[src/rtl/lcd_8080_pkg.sv]
// Shared types and constants for the 8080-style LCD bus peripheral.
package lcd_8080_pkg;

  typedef enum logic [2:0] {
    ST_IDLE,
    ST_WR_LOW,
    ST_WR_HIGH,
    ST_RD_LOW,
    ST_RD_HIGH
  } lcd_state_e;

  localparam int AVS_AW = 2;
  localparam int AVS_DW = 32;

  localparam logic [1:0] ADDR_CMD   = 2'd0;
  localparam logic [1:0] ADDR_DATA  = 2'd1;
  localparam logic [1:0] ADDR_RDATA = 2'd2;
  localparam logic [1:0] ADDR_CTRL  = 2'd3;

  localparam int STAT_BUSY    = 0;
  localparam int STAT_FULL    = 1;
  localparam int STAT_LVL_LSB = 8;
  localparam int STAT_RESET_N = 16;

  typedef struct packed {
    logic        dc;
    logic [15:0] d;
  } fifo_entry_t;

  localparam int ENTRY_W = $bits(fifo_entry_t);

  // FIFO level as reported in the status word, clipped to 8 bits
  function automatic logic [7:0] sat_level(input logic [8:0] lvl);
    return (lvl > 9'd255) ? 8'hFF : lvl[7:0];
  endfunction

endpackage

[src/rtl/lcd_8080_if_if.sv]
// Avalon-MM slave bus bundle for the LCD peripheral.
interface lcd_8080_avs_if;
  import lcd_8080_pkg::*;

  logic [AVS_AW-1:0] avs_address;
  logic              avs_read;
  logic              avs_write;
  logic [AVS_DW-1:0] avs_writedata;
  logic [AVS_DW-1:0] avs_readdata;
  logic              avs_waitrequest;

  modport master (
    output avs_address, avs_read, avs_write, avs_writedata,
    input  avs_readdata, avs_waitrequest
  );

  modport slave (
    input  avs_address, avs_read, avs_write, avs_writedata,
    output avs_readdata, avs_waitrequest
  );
endinterface

[src/rtl/lcd_wr_fifo.sv]
// Single-clock write FIFO; push while full is honoured only with a same-cycle pop.
module lcd_wr_fifo #(
  parameter int DEPTH = 16,
  parameter int WIDTH = 17
) (
  input  logic                     clk,
  input  logic                     rst,
  input  logic                     push,
  input  logic [WIDTH-1:0]         wdata,
  input  logic                     pop,
  output logic [WIDTH-1:0]         rdata,
  output logic                     full,
  output logic                     empty,
  output logic [$clog2(DEPTH):0]   level
);
  localparam int AW = $clog2(DEPTH);
  localparam int LW = AW + 1;

  logic [WIDTH-1:0] mem [DEPTH];
  logic [AW-1:0]    wr_ptr;
  logic [AW-1:0]    rd_ptr;
  logic [LW-1:0]    count;
  logic             do_push;
  logic             do_pop;

  assign full    = (count == LW'(DEPTH));
  assign empty   = (count == '0);
  assign level   = count;
  assign rdata   = mem[rd_ptr];
  assign do_push = push && (!full || pop);
  assign do_pop  = pop && !empty;

  // storage array, not reset
  always_ff @(posedge clk) begin
    if (do_push) mem[wr_ptr] <= wdata;
  end

  // pointers wrap naturally at the power-of-two depth
  always_ff @(posedge clk) begin
    if (rst) begin
      wr_ptr <= '0;
      rd_ptr <= '0;
      count  <= '0;
    end else begin
      if (do_push) wr_ptr <= wr_ptr + AW'(1);
      if (do_pop)  rd_ptr <= rd_ptr + AW'(1);
      if (do_push && !do_pop)      count <= count + LW'(1);
      else if (do_pop && !do_push) count <= count - LW'(1);
    end
  end
endmodule

[src/rtl/lcd_8080_if.sv]
// Avalon-MM slave that serialises queued commands/pixels onto a 16-bit 8080 LCD bus.
//
// state      | meaning
// -----------|-------------------------------------------------
// ST_IDLE    | bus released, waiting for FIFO data or a read
// ST_WR_LOW  | lcd_wr_n low, data driven
// ST_WR_HIGH | lcd_wr_n high, data held; chains to next entry
// ST_RD_LOW  | lcd_rd_n low, bus released, sample on last cycle
// ST_RD_HIGH | lcd_rd_n high recovery before releasing cs
module lcd_8080_if
  import lcd_8080_pkg::*;
#(
  parameter int FIFO_DEPTH  = 16,
  parameter int WR_LOW_CYC  = 2,
  parameter int WR_HIGH_CYC = 2,
  parameter int RD_LOW_CYC  = 10,
  parameter int RD_HIGH_CYC = 5
) (
  input  logic               clk_clk,
  input  logic               reset_reset,
  lcd_8080_avs_if.slave      avs,
  output logic               lcd_cs_n,
  output logic               lcd_dc,
  output logic               lcd_wr_n,
  output logic               lcd_rd_n,
  output logic               lcd_reset_n,
  output logic [15:0]        lcd_d_out,
  output logic               lcd_d_oe,
  input  logic [15:0]        lcd_d_in
);
  localparam int LW = $clog2(FIFO_DEPTH) + 1;

  lcd_state_e  state, state_nx;
  logic [15:0] cnt, cnt_nx;
  logic        cs_n_nx, dc_nx, wr_n_nx, rd_n_nx, reset_n_nx, oe_nx;
  logic [15:0] d_out_nx;
  logic [31:0] readdata_q, readdata_nx;
  logic        rd_done, rd_done_nx;
  logic        reg_ack, reg_ack_nx;

  fifo_entry_t w_entry;
  fifo_entry_t head;
  logic        fifo_push, fifo_pop, fifo_full, fifo_empty;
  logic [LW-1:0] fifo_level;

  logic        wr_sel, rd_pend, reg_rd, busy;
  logic [31:0] status_word, reg_val;
  logic [15:0] unused_wdata;

  assign unused_wdata = avs.avs_writedata[31:16];

  assign wr_sel    = (avs.avs_address == ADDR_CMD) || (avs.avs_address == ADDR_DATA);
  assign fifo_push = avs.avs_write && wr_sel && !fifo_full;
  assign w_entry.dc = (avs.avs_address == ADDR_DATA);
  assign w_entry.d  = avs.avs_writedata[15:0];

  // rd_done masks the request in the cycle the master sees waitrequest drop
  assign rd_pend = avs.avs_read && !avs.avs_write && (avs.avs_address == ADDR_RDATA) && !rd_done;
  assign reg_rd  = avs.avs_read && !avs.avs_write && (avs.avs_address != ADDR_RDATA);

  assign busy = (state != ST_IDLE) || !fifo_empty;

  always_comb begin
    status_word = '0;
    status_word[STAT_BUSY]                    = busy;
    status_word[STAT_FULL]                    = fifo_full;
    status_word[STAT_LVL_LSB +: 8]            = sat_level(9'(fifo_level));
    status_word[STAT_RESET_N]                 = lcd_reset_n;
  end

  assign reg_val = (avs.avs_address == ADDR_CTRL) ? status_word : 32'h0;

  lcd_wr_fifo #(
    .DEPTH (FIFO_DEPTH),
    .WIDTH (ENTRY_W)
  ) u_fifo (
    .clk   (clk_clk),
    .rst   (reset_reset),
    .push  (fifo_push),
    .wdata (w_entry),
    .pop   (fifo_pop),
    .rdata (head),
    .full  (fifo_full),
    .empty (fifo_empty),
    .level (fifo_level)
  );

  // waitrequest: FIFO backpressure on queue writes, wait states on reads
  always_comb begin
    avs.avs_waitrequest = 1'b0;
    if (avs.avs_write) begin
      if (wr_sel) avs.avs_waitrequest = fifo_full;
    end else if (avs.avs_read) begin
      if (avs.avs_address == ADDR_RDATA) avs.avs_waitrequest = !rd_done;
      else                               avs.avs_waitrequest = !reg_ack;
    end
  end

  assign avs.avs_readdata = readdata_q;

  // next-state and next-output logic; one down-counter times every phase
  always_comb begin
    state_nx    = state;
    cnt_nx      = cnt;
    cs_n_nx     = lcd_cs_n;
    dc_nx       = lcd_dc;
    wr_n_nx     = lcd_wr_n;
    rd_n_nx     = lcd_rd_n;
    oe_nx       = lcd_d_oe;
    d_out_nx    = lcd_d_out;
    reset_n_nx  = lcd_reset_n;
    readdata_nx = readdata_q;
    rd_done_nx  = 1'b0;
    reg_ack_nx  = 1'b0;
    fifo_pop    = 1'b0;

    if (avs.avs_write && (avs.avs_address == ADDR_CTRL)) reset_n_nx = avs.avs_writedata[0];

    if (reg_rd && !reg_ack) begin
      reg_ack_nx  = 1'b1;
      readdata_nx = reg_val;
    end

    case (state)
      ST_IDLE: begin
        if (!fifo_empty) begin
          fifo_pop = 1'b1;
          d_out_nx = head.d;
          dc_nx    = head.dc;
          oe_nx    = 1'b1;
          cs_n_nx  = 1'b0;
          wr_n_nx  = 1'b0;
          cnt_nx   = 16'(WR_LOW_CYC - 1);
          state_nx = ST_WR_LOW;
        end else if (rd_pend) begin
          oe_nx    = 1'b0;
          dc_nx    = 1'b1;
          cs_n_nx  = 1'b0;
          rd_n_nx  = 1'b0;
          cnt_nx   = 16'(RD_LOW_CYC - 1);
          state_nx = ST_RD_LOW;
        end
      end
      ST_WR_LOW: begin
        if (cnt == '0) begin
          wr_n_nx  = 1'b1;
          cnt_nx   = 16'(WR_HIGH_CYC - 1);
          state_nx = ST_WR_HIGH;
        end else begin
          cnt_nx = cnt - 16'd1;
        end
      end
      ST_WR_HIGH: begin
        if (cnt == '0) begin
          if (!fifo_empty) begin
            fifo_pop = 1'b1;
            d_out_nx = head.d;
            dc_nx    = head.dc;
            wr_n_nx  = 1'b0;
            cnt_nx   = 16'(WR_LOW_CYC - 1);
            state_nx = ST_WR_LOW;
          end else begin
            cs_n_nx  = 1'b1;
            oe_nx    = 1'b0;
            state_nx = ST_IDLE;
          end
        end else begin
          cnt_nx = cnt - 16'd1;
        end
      end
      ST_RD_LOW: begin
        if (cnt == '0) begin
          readdata_nx = {16'h0, lcd_d_in};
          rd_n_nx     = 1'b1;
          cnt_nx      = 16'(RD_HIGH_CYC - 1);
          state_nx    = ST_RD_HIGH;
        end else begin
          cnt_nx = cnt - 16'd1;
        end
      end
      ST_RD_HIGH: begin
        if (cnt == '0) begin
          cs_n_nx    = 1'b1;
          rd_done_nx = 1'b1;
          state_nx   = ST_IDLE;
        end else begin
          cnt_nx = cnt - 16'd1;
        end
      end
      default: state_nx = ST_IDLE;
    endcase
  end

  // state, timer and registered pin outputs
  always_ff @(posedge clk_clk) begin
    if (reset_reset) begin
      state       <= ST_IDLE;
      cnt         <= '0;
      lcd_cs_n    <= 1'b1;
      lcd_dc      <= 1'b1;
      lcd_wr_n    <= 1'b1;
      lcd_rd_n    <= 1'b1;
      lcd_reset_n <= 1'b0;
      lcd_d_out   <= '0;
      lcd_d_oe    <= 1'b0;
      readdata_q  <= '0;
      rd_done     <= 1'b0;
      reg_ack     <= 1'b0;
    end else begin
      state       <= state_nx;
      cnt         <= cnt_nx;
      lcd_cs_n    <= cs_n_nx;
      lcd_dc      <= dc_nx;
      lcd_wr_n    <= wr_n_nx;
      lcd_rd_n    <= rd_n_nx;
      lcd_reset_n <= reset_n_nx;
      lcd_d_out   <= d_out_nx;
      lcd_d_oe    <= oe_nx;
      readdata_q  <= readdata_nx;
      rd_done     <= rd_done_nx;
      reg_ack     <= reg_ack_nx;
    end
  end
endmodule

[src/flat_wrapper.sv]
// flat-port wrapper written by rule: the top's interface ports become plain ports
module lcd_8080_if_flat import lcd_8080_pkg::*;
#(
  parameter int FIFO_DEPTH  = 16,
  parameter int WR_LOW_CYC  = 2,
  parameter int WR_HIGH_CYC = 2,
  parameter int RD_LOW_CYC  = 10,
  parameter int RD_HIGH_CYC = 5
)
  (clk_clk, reset_reset, lcd_cs_n, lcd_dc, lcd_wr_n, lcd_rd_n, lcd_reset_n, lcd_d_out, lcd_d_oe, lcd_d_in, avs_avs_address, avs_avs_read, avs_avs_write, avs_avs_writedata, avs_avs_readdata, avs_avs_waitrequest);
  lcd_8080_avs_if avs_i ();
  input  logic clk_clk;
  input  logic reset_reset;
  output logic lcd_cs_n;
  output logic lcd_dc;
  output logic lcd_wr_n;
  output logic lcd_rd_n;
  output logic lcd_reset_n;
  output logic [15:0] lcd_d_out;
  output logic lcd_d_oe;
  input  logic [15:0] lcd_d_in;
  input wire logic [$bits(avs_i.avs_address)-1:0] avs_avs_address;
  input wire logic [$bits(avs_i.avs_read)-1:0] avs_avs_read;
  input wire logic [$bits(avs_i.avs_write)-1:0] avs_avs_write;
  input wire logic [$bits(avs_i.avs_writedata)-1:0] avs_avs_writedata;
  output wire logic [$bits(avs_i.avs_readdata)-1:0] avs_avs_readdata;
  output wire logic [$bits(avs_i.avs_waitrequest)-1:0] avs_avs_waitrequest;
  assign avs_i.avs_address = avs_avs_address;
  assign avs_i.avs_read = avs_avs_read;
  assign avs_i.avs_write = avs_avs_write;
  assign avs_i.avs_writedata = avs_avs_writedata;
  assign avs_avs_readdata = avs_i.avs_readdata;
  assign avs_avs_waitrequest = avs_i.avs_waitrequest;
  lcd_8080_if #(.FIFO_DEPTH(FIFO_DEPTH), .WR_LOW_CYC(WR_LOW_CYC), .WR_HIGH_CYC(WR_HIGH_CYC), .RD_LOW_CYC(RD_LOW_CYC), .RD_HIGH_CYC(RD_HIGH_CYC)) u_core (.clk_clk(clk_clk), .reset_reset(reset_reset), .avs(avs_i), .lcd_cs_n(lcd_cs_n), .lcd_dc(lcd_dc), .lcd_wr_n(lcd_wr_n), .lcd_rd_n(lcd_rd_n), .lcd_reset_n(lcd_reset_n), .lcd_d_out(lcd_d_out), .lcd_d_oe(lcd_d_oe), .lcd_d_in(lcd_d_in));
endmodule
[config.mk]
export PLATFORM = sky130hd
export DESIGN_NAME = lcd_8080_if_flat
export DESIGN_NICKNAME = d
export VERILOG_FILES = /design/src/rtl/lcd_8080_pkg.sv /design/src/rtl/lcd_8080_if_if.sv /design/src/rtl/lcd_wr_fifo.sv /design/src/rtl/lcd_8080_if.sv /design/src/flat_wrapper.sv
export SDC_FILE = /design/constraint.sdc
export NUM_CORES = 1
export LEC_CHECK = 0
export ABC_AREA = 1
export BUFFER_PORTS_ARGS = -buffer_cell sky130_fd_sc_hd__buf_2
export CAP_MARGIN = 20
export CELL_PAD_IN_SITES_DETAIL_PLACEMENT = 1
export CELL_PAD_IN_SITES_GLOBAL_PLACEMENT = 1
export CORE_MARGIN = 10
export CORE_UTILIZATION = 47
export CTS_CLUSTER_SIZE = 25
export DETAILED_ROUTE_END_ITERATION = 8
export PLACE_DENSITY = 0.9
export SYNTH_ARGS = -nofsm -noshare
export SYNTH_HDL_FRONTEND = slang
export SYNTH_HIERARCHICAL = 1
export SYNTH_SLANG_ARGS = --single-unit
[constraint.sdc]
create_clock -name clk_clk -period 4.5 [get_ports clk_clk]
set_clock_uncertainty 0.1 [all_clocks]
set_input_delay 0.225 -clock clk_clk [delete_from_list [all_inputs] [get_ports clk_clk]]
set_output_delay 0.225 -clock clk_clk [all_outputs]
set_load 0.05 [all_outputs]
# Word level (Yosys, flattened, before mapping)
# Memory sizes are Yosys's and may differ from the RTL's. A register that Yosys moved wholly into a read port is not among the register bits.
# Cells that the tools add are included.
[totals]
ff_bits = 88
latchBits = 0
ram_bits = 272
romBits = 0
inputBits = 54
output_inout_bits = 55
word_cells = 142
mem_count = 1
[mem_list]
columns = ["memory", "depth", "word_bits", "read_ports", "rd_clocked_by_memory_dff", "write_ports", "line_no", "source"]
rows = [
  ["u_core.u_fifo.mem", 16, 17, 1, 1, 1, "lcd_wr_fifo.sv:19", "logic [WIDTH-1:0] mem [DEPTH];"],
]
[classes]
add_sub_neg = 5
multipliers = 0
n_div = 0
magnitude_cmp = 0
n_eq_ne = 20
n_shift = 0
n_mux = 58
n_bitwise = 1
n_reduce_logical = 42
[ops]
columns = ["cell", "count"]
rows = [
  ["16-bit two-way mux", 9],
  ["32-bit two-way mux", 3],
  ["16-bit case mux with 5 select lines", 1],
  ["16-bit case mux with 2 select lines", 1],
  ["1-bit two-way mux", 26],
  ["3-bit two-way mux", 6],
  ["17-bit two-way mux", 1],
  ["16-bit logical NOT", 1],
  ["4-bit AND reduction", 4],
  ["16-bit by 1-bit subtractor with 16-bit output, second input constant", 1],
  ["3-bit case mux with 5 select lines", 1],
  ["2-bit by 1-bit != test with 1-bit output, second input constant", 7],
  ["1-bit logical AND", 12],
  ["5-bit two-way mux", 2],
  ["5-bit AND reduction", 2],
  ["3-bit nonzero test", 3],
  ["4-bit by 1-bit adder with 4-bit output, second input constant", 2],
  ["4-bit two-way mux", 2],
  ["1-bit case mux with 2 select lines", 4],
  ["1-bit logical NOT", 7],
  ["3-bit by 2-bit equality test with 1-bit output, second input constant", 2],
  ["2-bit != test, second input constant", 3],
  ["3-bit != test, second input constant", 2],
  ["1-bit case mux with 3 select lines", 2],
  ["other kinds (17)", 22],
]

# Depth between registers and ports, before layout
# Gate-level depths: netlist (run 1).
[depth]
depth_word = 10
ltp_mapped = 25
mapped_depth_nobuf = 23

# Modules after synthesis
# Netlist (run 1), hierarchy kept.
[by_module_without_submodules]
columns = ["mod", "n_inst", "cells_per_inst", "area_each_um2", "seq_area_each_um2"]
rows = [
  ["lcd_wr_fifo", 1, 1244, 12584.6, 8508.2],
  ["lcd_8080_if", 1, 475, 3487.1, 1501.4],
]

# Worst setup path after synthesis (run 1)
# OpenSTA, ideal clock, no wires.
[synth_timing]
path_kind = "flip-flop to flip-flop"
start = "register u_core.cnt[0]"
end = "memory u_core.u_fifo.mem[1][0] (enable)"
setup_ns = 0.413
arrival_ns = 3.102
t_required_ns = 3.987
slack_ns = 0.886
stages_incl_launch_ff = 17
n_path_buf = 2
synth_period_minus_slack_ns = 3.614
cell_sequence = "dfxtp_1 > inv_1 > ha_1 > inv_1 > nor2_1 > nand2_1 > nor2_4 > nand2_4 > nand2_1 > nand2_2 > inv_2 > buf_6 > inv_1 > nand4_2 > nand2_1 > buf_4 > nor3_1"
[synth_between]
elab_chain_cells = 7
[synth_rtl]
columns = ["element", "line_no", "source"]
rows = [
  ["start: declaration", "lcd_8080_if.sv:34", "logic [15:0] cnt, cnt_nx;"],
  ["start signal: assignment", "lcd_8080_if.sv:211", "cnt <= cnt_nx;"],
  ["16-bit logical NOT", "lcd_8080_if.sv:154", "if (cnt == '0) begin"],
  ["1-bit two-way mux", "lcd_8080_if.sv:154", ""],
  ["1-bit case mux with 2 select lines", "lcd_8080_if.sv:124", "case (state)"],
  ["named net u_core.fifo_pop", "lcd_8080_if.sv:43", "logic fifo_push, fifo_pop, fifo_full, fifo_empty;"],
  ["1-bit logical OR", "lcd_wr_fifo.sv:30", "assign do_push = push && (!full || pop);"],
  ["1-bit logical AND", "lcd_wr_fifo.sv:30", ""],
  ["1-bit two-way mux", "lcd_wr_fifo.sv:35", "if (do_push) mem[wr_ptr] <= wdata;"],
  ["1-bit two-way mux (not written as such)", "lcd_wr_fifo.sv:35", ""],
  ["end: declaration", "lcd_wr_fifo.sv:19", ""],
]
# The timed path passes the listed nets, and every way through them passes these cells.

# Worst setup path after layout (run 1)
[layout_timing]
start = "register u_core.u_fifo.count[2] (netlist: u_core/u_fifo/level[2])"
end = "register u_core.u_fifo.count[4] (netlist: u_core/u_fifo/level[4])"
[layout_between]
elab_chain_cells = 9
elab_cells_between_ends = 20
classes_between = "add/sub: 2; eq/ne: 1; mux: 5; reduce/logical: 12"
[layout_rtl]
columns = ["element", "line_no", "source"]
rows = [
  ["start: declaration", "lcd_wr_fifo.sv:22", "logic [LW-1:0] count;"],
  ["start signal: assignment", "lcd_wr_fifo.sv:47", "if (do_push && !do_pop) count <= count + LW'(1);"],
  ["start signal: assignment", "lcd_wr_fifo.sv:48", "else if (do_pop && !do_push) count <= count - LW'(1);"],
  ["5-bit logical NOT *", "lcd_wr_fifo.sv:27", "assign empty = (count == '0);"],
  ["named net u_core.fifo_empty", "lcd_8080_if.sv:43", ""],
  ["1-bit two-way mux *", "lcd_8080_if.sv:126, lcd_8080_if.sv:155", ""],
  ["1-bit two-way mux", "lcd_8080_if.sv:154", ""],
  ["1-bit case mux with 2 select lines *", "lcd_8080_if.sv:124", ""],
  ["1-bit logical OR *", "lcd_wr_fifo.sv:30", ""],
  ["1-bit logical AND *", "lcd_wr_fifo.sv:30", ""],
  ["named net u_core.u_fifo.do_push", "lcd_wr_fifo.sv:23", "logic do_push;"],
  ["1-bit logical NOT", "lcd_wr_fifo.sv:48", ""],
  ["1-bit logical AND", "lcd_wr_fifo.sv:48", ""],
  ["2-bit nonzero test (no source line)", "n/a", ""],
]
# The timed path passes the listed nets; every way through them passes the cells marked *. The select of a mux whose other input is x is not followed.
# A chain may end at the register's enable or synchronous reset.

==> flow_metrics.tcl, run 1 <==
set metrics [dict create \
    h-tree-depth 2 \
    postSynthCellCount 1719 \
    cts_sinks 364 \
    peakVddDrop_v 0.000356 \
    yosysSeqAreaShare 0.623 \
    synth.distinct_cells 37 \
    die_h_um 205 \
    grt_antenna_before_repair 4 \
    drive_above_1_share 0.132 \
    tns_ns 0 \
    pin_count 109 \
    final_core_util 0.551 \
    synth_top_area_cell "edfxtp_1" \
    place_hpwl_mm 31.0 \
    synth_top_area_share 0.508 \
    yosysWarnings 6 \
    cts_buffers 39 \
    start_util 0.478 \
    drv_slew 0 \
    crit_arrival_ns 4.60 \
    clk_latency_ns 0.55 \
    vias 13700 \
    synth_nets 1785 \
    drt-initial-drc-count 1576 \
    place_congestion 0.829 \
    ant_nets 0 \
    fp-row-count 67 \
    syn_avg_cell_area_um2 9.35 \
    cts-root-buf "clkbuf_16" \
    status "completed" \
    nets 1900 \
    placedCellCount 2214 \
    max_slew.worst_pin.slew_ns 0.961 \
    post_cts_buffers 0 \
    p_leak_nw 8.05 \
    rsz0062_at_grt "false" \
    synth_seq_cells 364 \
    grt_overflow 0 \
    synthTopCellsByArea "edfxtp_1, dfxtp_1, nand2_1" \
    fin_crit_sh 0.948 \
    total_power_w 0.0113 \
    maxCapViolCount 0 \
    fmax_ghz 0.234 \
    grt_max_degree 105 \
    critical_path_required_ns 4.83 \
    areaGrowthSynthToFinish_pct 15.3 \
    grt.total_usage 0.269 \
    die-width_um 205 \
    io_buffers 92 \
    avgViaCountPerCell 5.90 \
    endpoint_kind "flip-flop" \
    finalHoldViolCount 0 \
    coreArea_um2 33600 \
    power_density_nw_per_um2 611 \
    drcViolationCount 0 \
    fin_hold_ws_ns 0.00820 \
    ff2ff_path_depth 18 \
    fin_crit_ns 4.27 \
    setup_violations 0 \
    critPathLaunchType "flip-flop" \
    synthesis.area_um2 16100 \
    wl_mm 58.4 \
    maxSlewHeadroom 0.356 \
    min_path_cells 1 \
    hp-class "primary input to flip-flop" \
    firstDrtPassIters 6 \
    stdcell_count 2315 \
    critPathKind "flip-flop to flip-flop" \
    crit_fanout 17 \
    clk_pin_slew_ns 0.07 \
    clk_path_buf_depth 3 \
    die_area_um2 42000 \
    grt_pass1_wl_mm 87.2 \
    grt_pass1_vias 14600 \
    ctsResizeCount 0 \
    cts_tree "built" \
    wl_per_cell_um 25.2 \
]
[Yosys cell counts, drive strengths merged]
library cell,n
inv,275
or2,2
clkbuf,26
nor3,25
nand2,486
nand3,245
a22oi,7
nand4,5
a21oi,32
o21ai,53
nor2,132
o22ai,1
clkinv,2
dfxtp,92
buf,45
fa,1
xor2,4
ha,11
o211ai,3
edfxtp,272
[flip-flops by register name (all words and copies together) (netlist names), named ones only]
name,cells
u_core/avs.avs_readdata,32
u_core/cnt,16
u_core/lcd_cs_n,1
u_core/lcd_d_oe,1
u_core/lcd_d_out,16
u_core/lcd_dc,1
u_core/lcd_rd_n,1
u_core/lcd_reset_n,1
u_core/lcd_wr_n,1
u_core/rd_done,1
u_core/reg_ack,1
u_core/state,3
u_core/u_fifo/level,5
u_core/u_fifo/mem,272
u_core/u_fifo/rd_ptr,4
u_core/u_fifo/wr_ptr,4
[final cells by class]
type | instances | area, um2
Fill cell | 3722 | 15100
Sequential cell | 364 | 10000
Clock buffer | 48 | 1050
Antenna cell | 4 | 10.0
Multi-Input combinational cell | 1007 | 4710
Clock inverter | 22 | 186
Inverter | 277 | 1040
Timing Repair Buffer | 145 | 958
Tap cell | 448 | 561
[cells in the final DEF, fill, tap and decap left out, types with 5 or more instances in the layout]
cell,instances
o21ai_1,28
nor3_1,12
inv_1,261
clkbuf_1,5
dlygate4sd3_1,24
nor2_2,8
buf_4,26
clkbuf_16,39
nand2_2,6
inv_2,12
clkinv_1,9
o21ai_0,25
nand2_1,476
clkinv_2,9
nand3_1,243
nor2_1,111
a21oi_1,31
dfxtp_1,90
ha_1,11
edfxtp_1,272
nor2_4,9
a22oi_1,7
nor3_2,13
buf_2,92
[critical path: stages, from the launching register on]
cell     delay (ns)
dfxtp_1        0.36
nor2_1         0.31
nand3_1        0.26
inv_1          0.29
nor3_1         0.10
nand2_2        0.41
inv_2          0.10
inv_1          0.10
nand4_2        0.27
nand2_1        0.21
inv_1          0.07
ha_1           0.24
inv_1          0.20
ha_1           0.29
or2_2          0.32
nand3_1        0.14
nand2_1        0.10
o21ai_0        0.20
inv_1          0.07
[power by group]
| part | leakage [nW] | switching, W | internal [W] |
|---|---|---|---|
| sequential | 3.20 | 0.000226 | 0.00383 |
| combinational | 4.24 | 0.00299 | 0.00105 |
| clock | 0.610 | 0.00145 | 0.00179 |
[routing by layer]
layer / wire [um] / track usage / up-vias
met1: 21000 / 0.308 / 6785
met2: 29500 / 0.472 / 843
met4: 3630 / 0.155 / 0
li1: - / - / 5765
met3: 4280 / 0.0403 / 267
met5: 0 / 0 / -
[metrics by stage]
step                area [um2]  worst slack, ns
finish                   18500            0.233
global route             18500            0.136
CTS                      18500            0.501
detailed placement       17000            0.808
global placement         17000            0.981
floorplan                16100            0.886
[timing repair]
item	CTS	global route
hold buffers	24	0
setup endpoints to repair	0	0
endpoints found under the hold margin	101	0
[final timing paths]
check                                                 start                           to  slack [ns]
worst min register to register  u_core/avs.avs_readdata[28]  u_core/avs.avs_readdata[28]        0.35
worst max-delay path                 u_core/u_fifo/level[2]       u_core/u_fifo/level[4]        0.23
worst min-delay path                   avs_avs_writedata[5]      u_core/u_fifo/mem[7][5]       0.008
worst max register to register       u_core/u_fifo/level[2]       u_core/u_fifo/level[4]        0.23
[cell families after synthesis]
kind of cell,after synthesis,synth area share
xor gates and xnor gates,4,0.00218
buffers and inverters,348,0.0884
and+or+nand+nor,895,0.245
AOI/OAI and AO/OA,96,0.0318
DFF,364,0.623
adders and majority gates,12,0.00981
(Power assumes the default switching activity.)
==> run 2, diff against run 1 <==
ABC_CLOCK_PERIOD_IN_PS = 3570   (was not set)
BUFFER_PORTS_ARGS = -buffer_cell sky130_fd_sc_hd__buf_4   (was -buffer_cell sky130_fd_sc_hd__buf_2)
CORE_UTILIZATION = 42   (was 47)
PLACE_DENSITY = 0.85   (was 0.9)
clock period = 3.57 ns   (was 4.5 ns; I/O delays follow)
==> run 2 against run 1 <==
Against the previous run: worst setup slack better by 0.042 ns; routed wire length is 9.5% lower; fmax grew 29%; sequential share of layout area fell by 1.8 points; non-clock buffer count is 30 higher; worst hold slack better by 0.013 ns; critical path type unchanged.
==> flow_metrics.tcl, run 2 (synthesis results as in run 1) <==
set metrics [dict create \
    endpoint_kind "flip-flop" \
    crit_chain "inv_1 -> ha_1 -> inv_1 -> nor2_1 -> nand2_1 -> nor2_4 -> nand2_4 -> nand2_1 -> nand2_2 -> inv_2 -> inv_1 -> nand4_2 -> nand2_1 -> inv_1 -> ha_1 -> inv_1 -> ha_1 -> or2_2 -> nand3_1 -> nand2_1 -> o21ai_0 -> inv_1" \
    power_frac_seq 0.358 \
    fmax_ghz 0.303 \
    max_slew.worst_pin.slew_ns 0.943 \
    nFillCells 4294 \
    power_density_nw_per_um2 743 \
    sw_frac_of_total 0.396 \
    firstDrtPassIters 5 \
    fin_hold_ws_ns 0.0209 \
    placedCellCount 2294 \
    slowest_delay_ns 0.34 \
    die-width_um 216 \
    start_util 0.427 \
    total_power_w 0.0142 \
    crit_fanout 9 \
    cts-root-buf "clkbuf_16" \
    p_sw_w 0.00564 \
    status "completed" \
    hp-class "primary input to flip-flop" \
    critPathTopFamily "simple AND/OR/NAND/NOR gates" \
    p_int_w 0.00860 \
    finalHoldViolCount 0 \
    fin_crit_sh 0.923 \
    critical_path_required_ns 3.90 \
    grt_overflow 0 \
    p_leak_nw 8.24 \
    r2r_slack_ns 0.27 \
    post_cts_buffers 0 \
    largest_register "u_core/u_fifo/mem" \
    nets 1930 \
    cts_sinks 364 \
    final_core_util 0.509 \
    cp_slowest_cell "ha_1" \
    critPathKind "flip-flop to flip-flop" \
    maxSlewHeadroom 0.371 \
    cts_buffers 39 \
    fp-row-count 71 \
    clockPowerShare 0.283 \
    place_hpwl_mm 31.2 \
    rsz0062_at_grt "false" \
    areaGrowthSynthToFinish_pct 19.2 \
    grt.total_usage 0.217 \
    critPathBufInv 7 \
    comb_power_share 0.359 \
    h-tree-depth 2 \
    wl_mm 52.9 \
    clk_latency_ns 0.55 \
    coreArea_um2 37700 \
    pin_count 109 \
    clk_path_buf_depth 3 \
    largest_register_ffs 272 \
    cts_tree "built" \
    grt_pass1_wl_mm 80.4 \
    drive_above_1_share 0.137 \
    grt_pass1_vias 14200 \
    io_buffers 92 \
    maxCapViolCount 0 \
    clk_pin_slew_ns 0.06 \
    ant_nets 0 \
    critPathLaunchType "flip-flop" \
    drcViolationCount 0 \
    grt_antenna_before_repair 3 \
    final_cell_mix "nand2_1, edfxtp_1, inv_1" \
    die_h_um 216 \
    setup_violations 0 \
    die_area_um2 46500 \
    peakVddDrop_v 0.000475 \
    drt-initial-drc-count 844 \
    crit_arrival_ns 3.62 \
    drv_slew 0 \
    wl_per_cell_um 22.0 \
    cp_common_cell "inv_1" \
    avgViaCountPerCell 5.39 \
    mostFrequentLayoutCell "nand2_1" \
    place_congestion 0.809 \
    tns_ns 0 \
    stdcell_count 2408 \
    fin_crit_ns 3.30 \
    vias 13000 \
    grt_max_degree 137 \
]
## run 2: worst min-delay path, cell delays in order
cell and delay [ns]:
buf_4 0.13, inv_1 0.08, nor2_1 0.09
## run 2: cell type report
| class | instances | area, um2 | area share |
|---|---|---|---|
| flip-flops and latches | 364 | 10000 | 0.523 |
| multi-input cells | 1007 | 4720 | 0.246 |
| repair buffers | 175 | 1500 | 0.0781 |
| clock buffers | 55 | 1070 | 0.0557 |
| inverters | 277 | 1040 | 0.0545 |
| well taps | 511 | 639 | 0.0334 |
| clock inverters | 16 | 170 | 0.00888 |
| diodes | 3 | 7.51 | 0.000392 |
## run 2: per-layer routing
metal	part of all wire	vias to the layer above	GRT usage
met3	0.045	140	0.0310
li1	-	5834	-
met5	0	-	0
met2	0.53	436	0.406
met4	0.041	0	0.0936
met1	0.38	6564	0.239
## run 2: power by group through the flow
stage | clock network (W) | logic, W | registers, W
after CTS | 0.00404 | 0.00496 | 0.00507
after global placement | 0 | 0.00458 | 0.00513
after global routing | 0.00424 | 0.00557 | 0.00512
final | 0.00402 | 0.00511 | 0.00510
after detailed placement | 0 | 0.00483 | 0.00516
after floorplan | 0 | 0.00320 | 0.00541
## run 2: per-stage QoR
stage               instance area [um2]  setup slack [ns]
floorplan                         16100           -0.0445
global placement                  17500             0.446
detailed placement                17500             0.303
CTS                               19100             0.189
global route                      19200            0.0407
finish                            19200             0.275
## run 2: final timing paths
path | from | end | depth (start not counted)
max | u_core/cnt[0] | u_core/u_fifo/level[3] | 22
max reg2reg | u_core/cnt[0] | u_core/u_fifo/level[3] | 22
min | avs_avs_address[0] | u_core/u_fifo/mem[13][16] | 3
min reg2reg | u_core/avs.avs_readdata[25] | u_core/avs.avs_readdata[25] | 2
## run 2: repair_timing
item / 4_1_cts / 5_1_grt
hold buffers: 36 / 1
resized for setup: 0 / 2
setup endpoints to repair: 0 / 2
endpoints found under the hold margin: 289 / 1
